## src/rtl/calc_display_pkg.sv

```systemverilog
// Shared types and constants for the calculator result display: FSM states,
// display geometry and active-low seven-segment glyphs {g,f,e,d,c,b,a}.
package calc_display_pkg;

  typedef enum logic [1:0] {StIdle, StLoad, StShift, StDone} dispState_e;

  localparam int unsigned NUM_BCD_DIGITS = 10;
  localparam int unsigned NUM_POS        = 8;

  localparam logic [6:0] SEG_0     = 7'h40;
  localparam logic [6:0] SEG_1     = 7'h79;
  localparam logic [6:0] SEG_2     = 7'h24;
  localparam logic [6:0] SEG_3     = 7'h30;
  localparam logic [6:0] SEG_4     = 7'h19;
  localparam logic [6:0] SEG_5     = 7'h12;
  localparam logic [6:0] SEG_6     = 7'h02;
  localparam logic [6:0] SEG_7     = 7'h78;
  localparam logic [6:0] SEG_8     = 7'h00;
  localparam logic [6:0] SEG_9     = 7'h10;
  localparam logic [6:0] SEG_BLANK = 7'h7F;
  localparam logic [6:0] SEG_MINUS = 7'h3F;
  localparam logic [6:0] SEG_E     = 7'h06;

  function automatic logic [6:0] digitGlyph(input logic [3:0] digit);
    logic [6:0] glyph;
    case (digit)
      4'd0:    glyph = SEG_0;
      4'd1:    glyph = SEG_1;
      4'd2:    glyph = SEG_2;
      4'd3:    glyph = SEG_3;
      4'd4:    glyph = SEG_4;
      4'd5:    glyph = SEG_5;
      4'd6:    glyph = SEG_6;
      4'd7:    glyph = SEG_7;
      4'd8:    glyph = SEG_8;
      4'd9:    glyph = SEG_9;
      default: glyph = SEG_BLANK;
    endcase
    return glyph;
  endfunction

endpackage

```

## src/rtl/bin2bcd_dd.sv

```systemverilog
// Sequential double-dabble converter: captures a two's-complement word on start,
// takes its magnitude, then performs 32 add-3/shift steps into a 10-digit BCD scratch.
module bin2bcd_dd
  import calc_display_pkg::*;
(
  input  logic                        clk,
  input  logic                        rst,
  input  logic                        start,
  input  logic [31:0]                 value,
  output logic                        busy,
  output logic                        done,
  output logic                        negative,
  output logic [4*NUM_BCD_DIGITS-1:0] result
);

  logic [31:0]                 valueQ;
  logic [31:0]                 magQ;
  logic [4*NUM_BCD_DIGITS-1:0] scratchQ;
  logic [4*NUM_BCD_DIGITS-1:0] adjusted;
  logic [4:0]                  cntQ;
  logic                        loadQ;
  logic                        shiftQ;
  logic                        doneQ;

  always_comb begin
    adjusted = scratchQ;
    for (int i = 0; i < NUM_BCD_DIGITS; i++) begin
      if (scratchQ[4*i +: 4] >= 4'd5) begin
        adjusted[4*i +: 4] = scratchQ[4*i +: 4] + 4'd3;
      end
    end
  end

  always_ff @(posedge clk) begin
    if (rst) begin
      valueQ   <= '0;
      magQ     <= '0;
      scratchQ <= '0;
      cntQ     <= '0;
      loadQ    <= 1'b0;
      shiftQ   <= 1'b0;
      doneQ    <= 1'b0;
    end else begin
      doneQ <= 1'b0;
      if (start && !busy) begin
        valueQ <= value;
        loadQ  <= 1'b1;
      end
      if (loadQ) begin
        // Unsigned negate, so 0x80000000 yields 2147483648.
        magQ     <= valueQ[31] ? (~valueQ + 32'd1) : valueQ;
        scratchQ <= '0;
        cntQ     <= '0;
        loadQ    <= 1'b0;
        shiftQ   <= 1'b1;
      end
      if (shiftQ) begin
        scratchQ <= {adjusted[4*NUM_BCD_DIGITS-2:0], magQ[31]};
        magQ     <= {magQ[30:0], 1'b0};
        cntQ     <= cntQ + 5'd1;
        if (cntQ == 5'd31) begin
          shiftQ <= 1'b0;
          doneQ  <= 1'b1;
        end
      end
    end
  end

  assign busy     = loadQ | shiftQ;
  assign done     = doneQ;
  assign negative = valueQ[31];
  assign result   = scratchQ;

endmodule

```

## src/rtl/result_display.sv

```systemverilog
// Captures a 32-bit result, converts it to sign + BCD and scans it onto an
// 8-position active-low seven-segment display. RESULT_DISPLAY_BLANK_EN enables leading-zero blanking.
module result_display
  import calc_display_pkg::*;
#(
  parameter int unsigned REFRESH_DIV = 50000
) (
  input  logic                        clk,
  input  logic                        rst,
  input  logic [31:0]                 value,
  input  logic                        value_valid,
  output logic                        busy,
  output logic                        done,
  output logic [4*NUM_BCD_DIGITS-1:0] bcd,
  output logic                        negative,
  output logic                        overflow,
  output logic [6:0]                  seg,
  output logic [NUM_POS-1:0]          an
);

  localparam int unsigned CntW = (REFRESH_DIV > 1) ? $clog2(REFRESH_DIV) : 1;
  localparam logic [CntW-1:0] CntLast = CntW'(REFRESH_DIV - 1);

  dispState_e stateQ, stateD;

  logic                        engStart;
  logic                        engBusy;
  logic                        engDone;
  logic                        engNeg;
  logic [4*NUM_BCD_DIGITS-1:0] engResult;
  logic                        engOvf;
  logic                        loadOut;

  logic [4*NUM_BCD_DIGITS-1:0] bcdQ;
  logic                        negQ;
  logic                        ovfQ;

  logic [CntW-1:0]             refreshCntQ;
  logic [2:0]                  posQ;
  logic [6:0]                  segQ;
  logic [NUM_POS-1:0]          anQ;
  logic [6:0]                  glyph;

  assign engStart = (stateQ == StIdle) && value_valid;

  bin2bcd_dd u_bin2bcd (
    .clk      (clk),
    .rst      (rst),
    .start    (engStart),
    .value    (value),
    .busy     (engBusy),
    .done     (engDone),
    .negative (engNeg),
    .result   (engResult)
  );

  always_ff @(posedge clk) begin
    if (rst) begin
      stateQ <= StIdle;
    end else begin
      stateQ <= stateD;
    end
  end

  always_comb begin
    stateD = stateQ;
    unique case (stateQ)
      StIdle:  if (value_valid) stateD = StLoad;
      StLoad:  if (engBusy) stateD = StShift;
      StShift: if (engDone) stateD = StDone;
      StDone:  stateD = StIdle;
      default: stateD = StIdle;
    endcase
  end

  always_comb begin
    busy    = (stateQ != StIdle);
    done    = (stateQ == StDone);
    // Results are latched as the engine finishes so they are visible in the done cycle.
    loadOut = (stateQ == StShift) && engDone;
  end

  assign engOvf = (|engResult[39:32]) | (engNeg & (|engResult[39:28]));

  always_ff @(posedge clk) begin
    if (rst) begin
      bcdQ <= '0;
      negQ <= 1'b0;
      ovfQ <= 1'b0;
    end else if (loadOut) begin
      bcdQ <= engResult;
      negQ <= engNeg;
      ovfQ <= engOvf;
    end
  end

  assign bcd      = bcdQ;
  assign negative = negQ;
  assign overflow = ovfQ;

`ifdef RESULT_DISPLAY_BLANK_EN
  logic [2:0] msd;
`endif

  always_comb begin
    glyph = digitGlyph(bcdQ[{posQ, 2'b00} +: 4]);
`ifdef RESULT_DISPLAY_BLANK_EN
    msd = 3'd0;
    for (int k = 1; k < NUM_POS; k++) begin
      if (bcdQ[4*k +: 4] != 4'd0) msd = 3'(k);
    end
`endif
    if (ovfQ) begin
      glyph = (posQ == 3'd0) ? SEG_E : SEG_BLANK;
    end else begin
`ifdef RESULT_DISPLAY_BLANK_EN
      if (posQ > msd) begin
        glyph = (negQ && (posQ == msd + 3'd1)) ? SEG_MINUS : SEG_BLANK;
      end
`else
      if (negQ && (posQ == 3'(NUM_POS - 1))) glyph = SEG_MINUS;
`endif
    end
  end

  // seg and an are registered together so they switch on the same edge.
  always_ff @(posedge clk) begin
    if (rst) begin
      refreshCntQ <= '0;
      posQ        <= 3'd0;
      segQ        <= SEG_0;
      anQ         <= ~NUM_POS'(1);
    end else begin
      if (refreshCntQ == CntLast) begin
        refreshCntQ <= '0;
        posQ        <= posQ + 3'd1;
      end else begin
        refreshCntQ <= refreshCntQ + CntW'(1);
      end
      segQ <= glyph;
      anQ  <= ~(NUM_POS'(1) << posQ);
    end
  end

  assign seg = segQ;
  assign an  = anQ;

endmodule

```

## config.mk

```make
export PLATFORM = sky130hd
export DESIGN_NAME = result_display
export DESIGN_NICKNAME = d
export VERILOG_FILES = /design/src/rtl/calc_display_pkg.sv /design/src/rtl/bin2bcd_dd.sv /design/src/rtl/result_display.sv
export SDC_FILE = /design/constraint.sdc
export NUM_CORES = 1
export LEC_CHECK = 0
export ABC_CLOCK_PERIOD_IN_PS = 5250
export CAP_MARGIN = 40
export CORE_ASPECT_RATIO = 0.5
export CORE_MARGIN = 10
export CORE_UTILIZATION = 51
export CTS_CLUSTER_SIZE = 30
export DETAILED_ROUTE_END_ITERATION = 10
export GPL_TIMING_DRIVEN = 0
export PLACE_DENSITY_LB_ADDON = 0.08
export SLEW_MARGIN = 25
export SYNTH_ARGS = -nofsm -noshare
export SYNTH_HDL_FRONTEND = slang
export SYNTH_SLANG_ARGS = --single-unit
```

## constraint.sdc

```tcl
create_clock -name clk -period 5.25 [get_ports clk]
set_clock_uncertainty 0.05 [all_clocks]
set_input_delay 1.3125 -clock clk [delete_from_list [all_inputs] [get_ports clk]]
set_output_delay 1.3125 -clock clk [all_outputs]
set_load 0.01 [all_outputs]
```

-- Yosys cells after proc, flatten, opt, wreduce, memory -nomap -nowiden
Memories as Yosys holds them, arrays and structs flattened.
Index checks and enable logic that the tools add are counted.
- input port bits: 35
- bits in registers: 190
- output and inout port bits: 59
- memories kept: 1
- ROM bits: 112
- word-level logic and storage cells: 103
- bitwise logic cells: 6
- add/sub/neg operators: 14
- order comparisons: 10
- reductions and logical operators: 16
- shifts and indexed selects: 2
- multiplexer cells: 29
- equality and inequality tests: 9
- memory list (memory ; depth ; bits a word ; rd ports ; clocked after memory_dff ; write ports ; line ; RTL):
    (name not given) ; 16 ; 7 ; 1 ; 0 ; 0 ; calc_display_pkg.sv:26 ; case (digit)
- operators by type and width (operator ; number):
    $mux 32 ; 3
    $mux 40 ; 2
    $ge 4x3->1 const B ; 10
    $shiftx 40x6->4 ; 1
    $add 4x2->4 const B ; 9
    $mux 4 ; 9
    $add 32x1->32 const B ; 1
    $not 32->32 ; 1
    $mux 7 ; 3
    $add 16x1->16 const B ; 1
    $eq 16x16->1 const B ; 1
    $reduce_or 12->1 ; 1
    $mux 5 ; 2
    $not 8->8 ; 1
    $pmux 2 s4 ; 1
    $reduce_or 2->1 ; 4
    $reduce_or 8->1 ; 1
    $shl 1x3->8 const A ; 1
    $mux 2 ; 3
    $add 5x1->5 const B ; 1
    $eq 5x5->1 const B ; 1
    $mux 1 ; 5
    $eq 2x2->1 const B ; 2
    $logic_and 1x1->1 ; 4
    15 further kinds ; 18

-- Logic depth before layout (Yosys ltp)
Gate-level depths: netlist (run 1).
- depth after elaboration: 5
- gate-level depth with buffers: 9
- depth with buffers taken out: 8

-- Hierarchy
A second synthesis (run 1) with hierarchy kept.
- cells, all modules: 1129
- area, all modules: 9412.8 um^2
- by module, submodules not included (module ; area each (um^2) ; sequential area each (um^2) ; times used ; cells each):
    bin2bcd_dd ; 5987.0 ; 2242.2 ; 1 ; 747
    result_display ; 3425.8 ; 1561.5 ; 1 ; 382

-- Worst setup path before layout (run 1)
OpenSTA, ideal clock, no wires.
- path type: input -> register
- start point: input port rst
- end point: register anQ[0], in the netlist an[0]
- arrival time: 2.410 ns
- data required time: 5.072 ns
- path slack: 2.663 ns
- stages on the path: 5
- cell sequence: clkbuf_1 > clkbuf_1 > clkbuf_1 > buf_1 > nor2_1
- RTL lines (element ; line ; RTL):
    from (decl) ; result_display.sv:9 ; input logic rst,
    to (signal assigned) ; result_display.sv:132 ; anQ <= ~NUM_POS'(1);
    to (signal assigned) ; result_display.sv:141 ; anQ <= ~(NUM_POS'(1) << posQ);
    to (decl) ; result_display.sv:41 ; logic [NUM_POS-1:0] anQ;
No word-level cell between the ends.

-- Worst setup path in the final report (run 1)
- start point: register stateQ[0]
- end point: output port busy
- longest elaborated chain between the ends: 1
- RTL lines (element ; line ; RTL):
    from (decl) ; result_display.sv:24 ; dispState_e stateQ, stateD;
    from (signal assigned) ; result_display.sv:59 ; stateQ <= StIdle;
    from (signal assigned) ; result_display.sv:61 ; stateQ <= stateD;
    $reduce_bool 2->1 ; result_display.sv:77 ; busy = (stateQ != StIdle);
    to (decl) ; result_display.sv:12 ; output logic busy,
Every way passes these cells.

==> flow_metrics.tcl, run 1 <==
set metrics [dict create \
    outcome "complete, no violations" \
    post_cts_buffers 0 \
    clock_sinks 190 \
    wl_per_cell_um 16.7 \
    portBuffers 92 \
    clkTransAtPathRegs_ns 0.08 \
    io_pins 94 \
    synth_compound_area_share_pct 18.7 \
    synth_xor_area_share_pct 5.70 \
    placementRows 34 \
    critPathArrivalTime_ns 1.80 \
    worstSetupPathType "flip-flop to output pin" \
    critPathRequiredTime_ns 3.89 \
    synth_simple_gate_area_share_pct 19.2 \
    cp-end-kind "output pin" \
    async_reset_ff_share_pct 0 \
    vdd_drop_max_mv 0.265 \
    maxSlewViolCount 0 \
    hold_ws_ns 0.405 \
    netlist_area_mm2 0.00892 \
    fillCellCount 1537 \
    die_h_um 114 \
    max-cap-violations 0 \
    fin_crit_sh_pct 60.2 \
    synth_top_family_by_area "simple AND/OR/NAND/NOR gates" \
    cp-start-kind "flip-flop" \
    drcViolationCount 0 \
    rsz0062_at_grt "false" \
    synth_edf_count 0 \
    dieArea_mm2 0.0235 \
    fin_cells 1402 \
    start_util_pct 51.6 \
    cts.path.max_buffers 2 \
    cts_max_level 4 \
    grt_pass1_vias 7426 \
    ant_nets 0 \
    yosys_register_bits 190 \
    grt_antenna_before_repair 0 \
    drive_gt1_share_pct 4.79 \
    numCtsBuffers 17 \
    placed_cells 1370 \
    via_count 7811 \
    hp-class "flip-flop to flip-flop" \
    synth_cell_types 58 \
    ys_warn_count 0 \
    synthMuxAreaShare_pct 3.35 \
    leakagePower_uw 0.00375 \
    grt_use_total_pct 19.5 \
    clockRootBuffer "clkbuf_16" \
    grt_first_pass_wirelength_mm 38.1 \
    fmax_mhz 316 \
    setup_viol 0 \
    clock_latency_ns 0.44 \
    routed_via_density 5.57 \
    synth-seq-area-share_pct 42.6 \
    maxSlewHeadroom_pct 49.9 \
    yosys.area_share.adder_pct 6.03 \
    finalHoldViolations 0 \
    regArea_mm2 0.00380 \
    first_pass_iters 5 \
    synth_cells 1044 \
    min_from "bcd[32]" \
    worst_slew_pin_slew_ns 0.751 \
    multi_input_area_mm2 0.00473 \
    ctsHoldBuffers 0 \
    period_needed_ns 3.16 \
    r2r_start "posQ[1]" \
    cts_tree "done" \
    core_mm2 0.0173 \
    final_util_pct 62.1 \
    die_w_um 207 \
    area_delta_synth_final_pct 20.2 \
    cp_max_fo 4 \
    startpoint "stateQ[0]" \
    drt_iter0_drc 547 \
    nets 1233 \
    grt-ovfl-total 0 \
    dp_hpwl_mm 17.5 \
    fin_tns_setup_ns 0 \
    synth_ff_type "dfxtp_1" \
    cts_resized 0 \
    syn-mean-instance-area_um2 8.54 \
    powerDensity_mw_per_mm2 352 \
    grt_start_max_net_pins 18 \
    drt_wl_total_mm 23.4 \
    routabilityCongestion 0.869 \
    syn_nets 1122 \
    diodes 0 \
]
-- cells in the final DEF (no fill, tap or decap), types with 10 or more instances in the layout --
master           count
xnor2_1             23
xor2_1              35
clkdlybuf4s50_1     92
clkbuf_16           17
nand3_1             19
o21ai_0             35
ha_1                43
nor3b_1             19
inv_1               39
o31ai_1             24
nor2_1              62
a21oi_1            123
o32ai_1             10
nor3_1              15
o22ai_1             23
nand2_1            194
nand2b_1            17
dfxtp_1            190
clkbuf_1            52
-- synth_stat cells (all sizes together), types with 2 or more instances --
cell | instances | area, um^2
and3 | 4 | 25.0
inv | 39 | 146
a221o | 2 | 20.0
clkbuf | 52 | 195
mux2 | 2 | 22.5
or3 | 4 | 26.3
nand3b | 4 | 33.8
nand3 | 19 | 95.1
o22ai | 23 | 144
mux2i | 8 | 96.3
o32ai | 10 | 87.6
nor3 | 15 | 75.1
and2 | 2 | 12.5
nor2 | 62 | 233
a211o | 4 | 35.0
nor2b | 5 | 31.3
a21oi | 123 | 616
o41ai | 5 | 51.3
buf | 10 | 41.3
o31ai | 25 | 193
mux4 | 8 | 180
a32o | 8 | 80.1
dfxtp | 190 | 3800
nor4 | 5 | 61.3
nor3b | 19 | 143
a211oi | 8 | 60.1
xor2 | 35 | 307
nand2 | 194 | 728
a22o | 9 | 78.8
xnor2 | 23 | 201
or4 | 6 | 52.6
nand4 | 7 | 58.8
o21ai | 35 | 175
nand2b | 17 | 106
ha | 43 | 538
o221ai | 7 | 61.3
-- cell families after synthesis --
logic type / Yosys count
muxes: 18
buffers and inverters: 102
adders and majority gates: 43
xor gates and xnor gates: 58
AOI/OAI and AO/OA: 266
DFF: 190
and+or+nand+nor: 367
-- sequential cells by signal, summed over array words and instances (netlist names), 2 cells and up --
register	cells
an	8
bcd	40
posQ	3
refreshCntQ	16
seg	7
stateQ	2
u_bin2bcd.cntQ	5
u_bin2bcd.magQ	32
u_bin2bcd.result	40
u_bin2bcd.valueQ	32
-- worst max-delay path, stage by stage, from the launching register on --
cell	delay, ns
dfxtp_1	0.39
inv_1	0.10
ha_1	0.24
inv_1	0.09
clkdlybuf4s50_1	0.54
-- through the flow --
stage / setup WS, ns / total power (uW) / area [um^2]
after floorplan: 2.66 / 2230 / 8920
after global placement: 1.77 / 2460 / 10100
final: 2.09 / 3780 / 10700
after CTS: 2.06 / 3780 / 10700
after detailed placement: 1.73 / 2490 / 10100
after global routing: 2.00 / 3950 / 10700
-- report_power, final --
part | switching [uW] | internal, uW
combinational | 527 | 297
clock | 608 | 707
sequential | 104 | 1530
total | 1240 | 2540
-- layout make-up --
type / instances / area share (%)
Tap cell: 234 / 2.73
Buffer: 62 / 2.20
Clock inverter: 12 / 1.17
Inverter: 40 / 1.40
Clock buffer: 20 / 4.35
Multi-Input combinational cell: 752 / 44.1
Timing Repair Buffer: 92 / 8.59
Sequential cell: 190 / 35.5
-- final timing paths --
path                                 to  slack, ns  depth (start not counted)
worst max-delay path               busy       2.09                          4
worst min-delay path            bcd[32]       0.41                          2
worst max register to register   seg[3]       2.42                          7
worst min register to register  bcd[32]       0.41                          2
-- metal layers --
layer  GRT usage [%]  vias to the layer above  part of all wire [%]
li1                -                     3877                     -
met1            25.5                     3690                    48
met2            32.1                      211                    45
met3            3.96                       33                   5.1
met4            5.70                        0                   1.6
met5               0                        -                     0
Note: power is estimated with default switching activity, not from simulation.
==> run 2, diff against run 1 <==
--- a/config.mk
+++ b/config.mk
@@ -5,7 +5,7 @@
 export SDC_FILE = /design/constraint.sdc
 export NUM_CORES = 1
 export LEC_CHECK = 0
-export ABC_CLOCK_PERIOD_IN_PS = 5250
+export ABC_CLOCK_PERIOD_IN_PS = 3050
 export CAP_MARGIN = 40
 export CORE_ASPECT_RATIO = 0.5
 export CORE_MARGIN = 10
==> constraint.sdc (replaced) <==
create_clock -name clk -period 3.05 [get_ports clk]
set_clock_uncertainty 0.05 [all_clocks]
set_input_delay 0.7625 -clock clk [delete_from_list [all_inputs] [get_ports clk]]
set_output_delay 0.7625 -clock clk [all_outputs]
set_load 0.01 [all_outputs]
==> results of run 2 <==
Same layout as run 1 (identical final DEF). Status: complete, no violations.
Main changes from that run: setup slack after placement 1.73 ns -> 0.0797 ns; clock-pin slew on the worst setup and hold paths 0.08 ns -> 0.07 ns; setup slack after layout 2.09 ns -> 0.224 ns; start point of the critical path stateQ[0] -> posQ[1]; end point of the critical path busy -> seg[3]; register-to-register setup slack 2.42 ns -> 0.22 ns; total power 3780 uW -> 6500 uW; worst IR drop on VDD 0.265 mV -> 0.456 mV
==> run 3, diff against run 2 <==
--- a/config.mk
+++ b/config.mk
@@ -12,9 +12,10 @@
 export CORE_UTILIZATION = 51
 export CTS_CLUSTER_SIZE = 30
 export DETAILED_ROUTE_END_ITERATION = 10
+export DONT_BUFFER_PORTS = 1
 export GPL_TIMING_DRIVEN = 0
 export PLACE_DENSITY_LB_ADDON = 0.08
-export SLEW_MARGIN = 25
 export SYNTH_ARGS = -nofsm -noshare
 export SYNTH_HDL_FRONTEND = slang
+export SYNTH_HIERARCHICAL = 1
 export SYNTH_SLANG_ARGS = --single-unit
==> run 3 against run 2 <==
Setup slack better by 0.24 ns. Sequential power about the same. Maximum frequency is 9.1% higher. First-iteration DRC count up 8.2%. Routed wire length up 10%. Global-route usage is 1.6 points higher. Final area fell by 4.3%. Non-clock buffer count decreased by 77. Clock-buffer cell count is 3 lower. Synthesized area increased by 5.5%. Sequential share of layout area is 1.6 points higher. Hold slack got worse by 0.013 ns.
==> flow_metrics.tcl, run 3 <==
set metrics [dict create \
    setup_viol 0 \
    placed_area_mm2 0.00971 \
    synthTopCellsByArea "dfxtp_1 40%, a21oi_1 7.8%, nand2_1 7.4%" \
    drive_gt1_share_pct 5.86 \
    synth_cell_types 67 \
    period_needed_ns 2.59 \
    clock_sinks 190 \
    core_mm2 0.0177 \
    critical-path-max-stage-delay_ns 0.59 \
    vdd_drop_max_mv 0.412 \
    drt_wl_total_mm 25.8 \
    grt_antenna_before_repair 0 \
    synthTopCellsByCount "190 x dfxtp_1, 185 x nand2_1, 147 x a21oi_1" \
    fmax_mhz 386 \
    cp-start-kind "flip-flop" \
    synth_ff_type "dfxtp_1" \
    first_pass_iters 5 \
    synth_top_area_share_pct 40.4 \
    yosysTopAreaCell "dfxtp_1" \
    rsz0062_at_grt "false" \
    yosys_register_bits 190 \
    fin_crit_sh_pct 84.9 \
    ys_warn_count 6 \
    dieArea_mm2 0.0246 \
    finalHoldViolations 0 \
    numCtsBuffers 17 \
    critPathRequiredTime_ns 3.32 \
    leakagePower_uw 0.00365 \
    path_cells "buf_6 > mux4_1 > mux2i_2 > inv_1 > ha_1 > o41ai_1 > a21oi_1" \
    synth_cells 1129 \
    cpMaxStageDelayCell "mux4_1" \
    netlist_area_mm2 0.00941 \
    nets 1223 \
    start_util_pct 53.1 \
    via_count 7937 \
    worst_slew_pin_slew_ns 0.732 \
    grt_use_total_pct 21.1 \
    grt_first_pass_wirelength_mm 41.4 \
    final_common_cell "dfxtp_1" \
    clock_latency_ns 0.44 \
    cts.path.max_buffers 2 \
    ant_nets 0 \
    clkTransAtPathRegs_ns 0.07 \
    wl_per_cell_um 18.5 \
    cts_tree "done" \
    portBuffers 0 \
    cp_max_fo 9 \
    cts_max_level 4 \
    cp-end-kind "flip-flop" \
    grt_pass1_vias 7803 \
    cts_resized 0 \
    hp-class "flip-flop to flip-flop" \
    drcViolationCount 0 \
    dp_hpwl_mm 19.1 \
    clockRootBuffer "clkbuf_16" \
    routed_via_density 5.69 \
    grt-ovfl-total 0 \
    fin_tns_setup_ns 0 \
    io_pins 94 \
    synth_edf_count 0 \
    yosysMostFrequentCell "dfxtp_1" \
    critPathArrivalTime_ns 2.86 \
    diodes 0 \
    die_w_um 212 \
    async_reset_ff_share_pct 0 \
    synth-seq-area-share_pct 40.4 \
    area_delta_synth_final_pct 9.07 \
    grt_start_max_net_pins 18 \
    max-cap-violations 0 \
    final_area_mm2 0.0103 \
    powerDensity_mw_per_mm2 633 \
    drt_iter0_drc 592 \
    mostFrequentLayoutCells "190 x dfxtp_1, 185 x nand2_1, 147 x a21oi_1, 76 x nor2_1, 56 x clkbuf_1" \
    ctsHoldBuffers 0 \
    outcome "complete, no violations" \
    worstSetupPathType "flip-flop to flip-flop" \
    post_cts_buffers 0 \
    placementRows 34 \
    syn_nets 1204 \
    maxSlewViolCount 0 \
    syn-mean-instance-area_um2 8.34 \
    cp_num_buf_inv 2 \
    maxSlewHeadroom_pct 51.2 \
    crit_family "multiplexers" \
    routabilityCongestion 0.869 \
    die_h_um 116 \
]
==> run 3: cell types whose count changed in the layout (fill, tap and decap cells not counted), moves of 10 or more <==
cell             previous run  this run
clkdlybuf4s50_1            92         0
a21oi_1                   123       147
nor3b_1                    19        34
o31ai_1                    24         9
nor2_1                     62        76
nand3_1                    19        30
a21o_1                      0        10
o211ai_1                    0        10
o32ai_1                    10         0
==> run 3: cell type report <==
type,instances,area (um^2)
Buffer,77,332
Clock buffer,17,425
Clock inverter,14,135
Fill cell,1656,7470
Inverter,39,146
Multi-Input combinational cell,823,5130
Sequential cell,190,3800
Tap cell,234,293
==> run 3: metrics by stage <==
step                total power (uW)  std cells  util, %  worst slack (ns)  hold WS (ns)
CTS                             6530       1394     57.9             0.454         0.389
global route                    6840       1394     57.9             0.297         0.394
detailed placement              4380       1363     54.7             0.472         0.383
finish                          6500       1394     57.9             0.460         0.392
global placement                4330       1363     54.7             0.502         0.378
floorplan                       3920       1129        -             0.777         0.363
==> run 3: worst register-to-register path: cells and delay by family, from the launching register on <==
family | cells | cell delay (ns)
muxes | 2 | 1.01
adders and majority gates | 1 | 0.23
AOI/OAI and AO/OA | 2 | 0.46
DFF | 1 | 0.38
buffers and inverters | 2 | 0.35
==> run 3: report_power, final <==
group	internal, uW	switching [uW]	total [uW]
sequential	2640	171	2810
clock	1140	1020	2160
combinational	491	1040	1530
==> run 3: path summary, 6_finish.rpt <==
check	startpoint	endpoint	slack (ns)	cells past startpoint
worst max-delay path	posQ[0]	seg[5]	0.46	7
worst max register to register	posQ[0]	seg[5]	0.46	7
worst min-delay path	refreshCntQ[0]	refreshCntQ[0]	0.39	1
worst min register to register	refreshCntQ[0]	refreshCntQ[0]	0.39	1
==> run 3: kinds of logic after synthesis <==
kind of cell               after synthesis  share of synthesized area, %
AOI/OAI and AO/OA                      272                          17.4
xor gates and xnor gates                56                          5.21
adders and majority gates               40                          5.32
buffers and inverters                  116                          5.08
DFF                                    190                          40.4
muxes                                   22                          3.80
and+or+nand+nor                        433                          22.8
==> run 3: metal layers <==
metal  GRT usage (%)  vias up  part of all wire (%)  wire (um)
met2            33.3      223                    44      11300
met1            27.7     3734                    47      12200
met3            6.28       19                   8.1       2080
li1                -     3961                     -          -
met4            6.00        0                   1.0        265
met5               0        -                     0          0
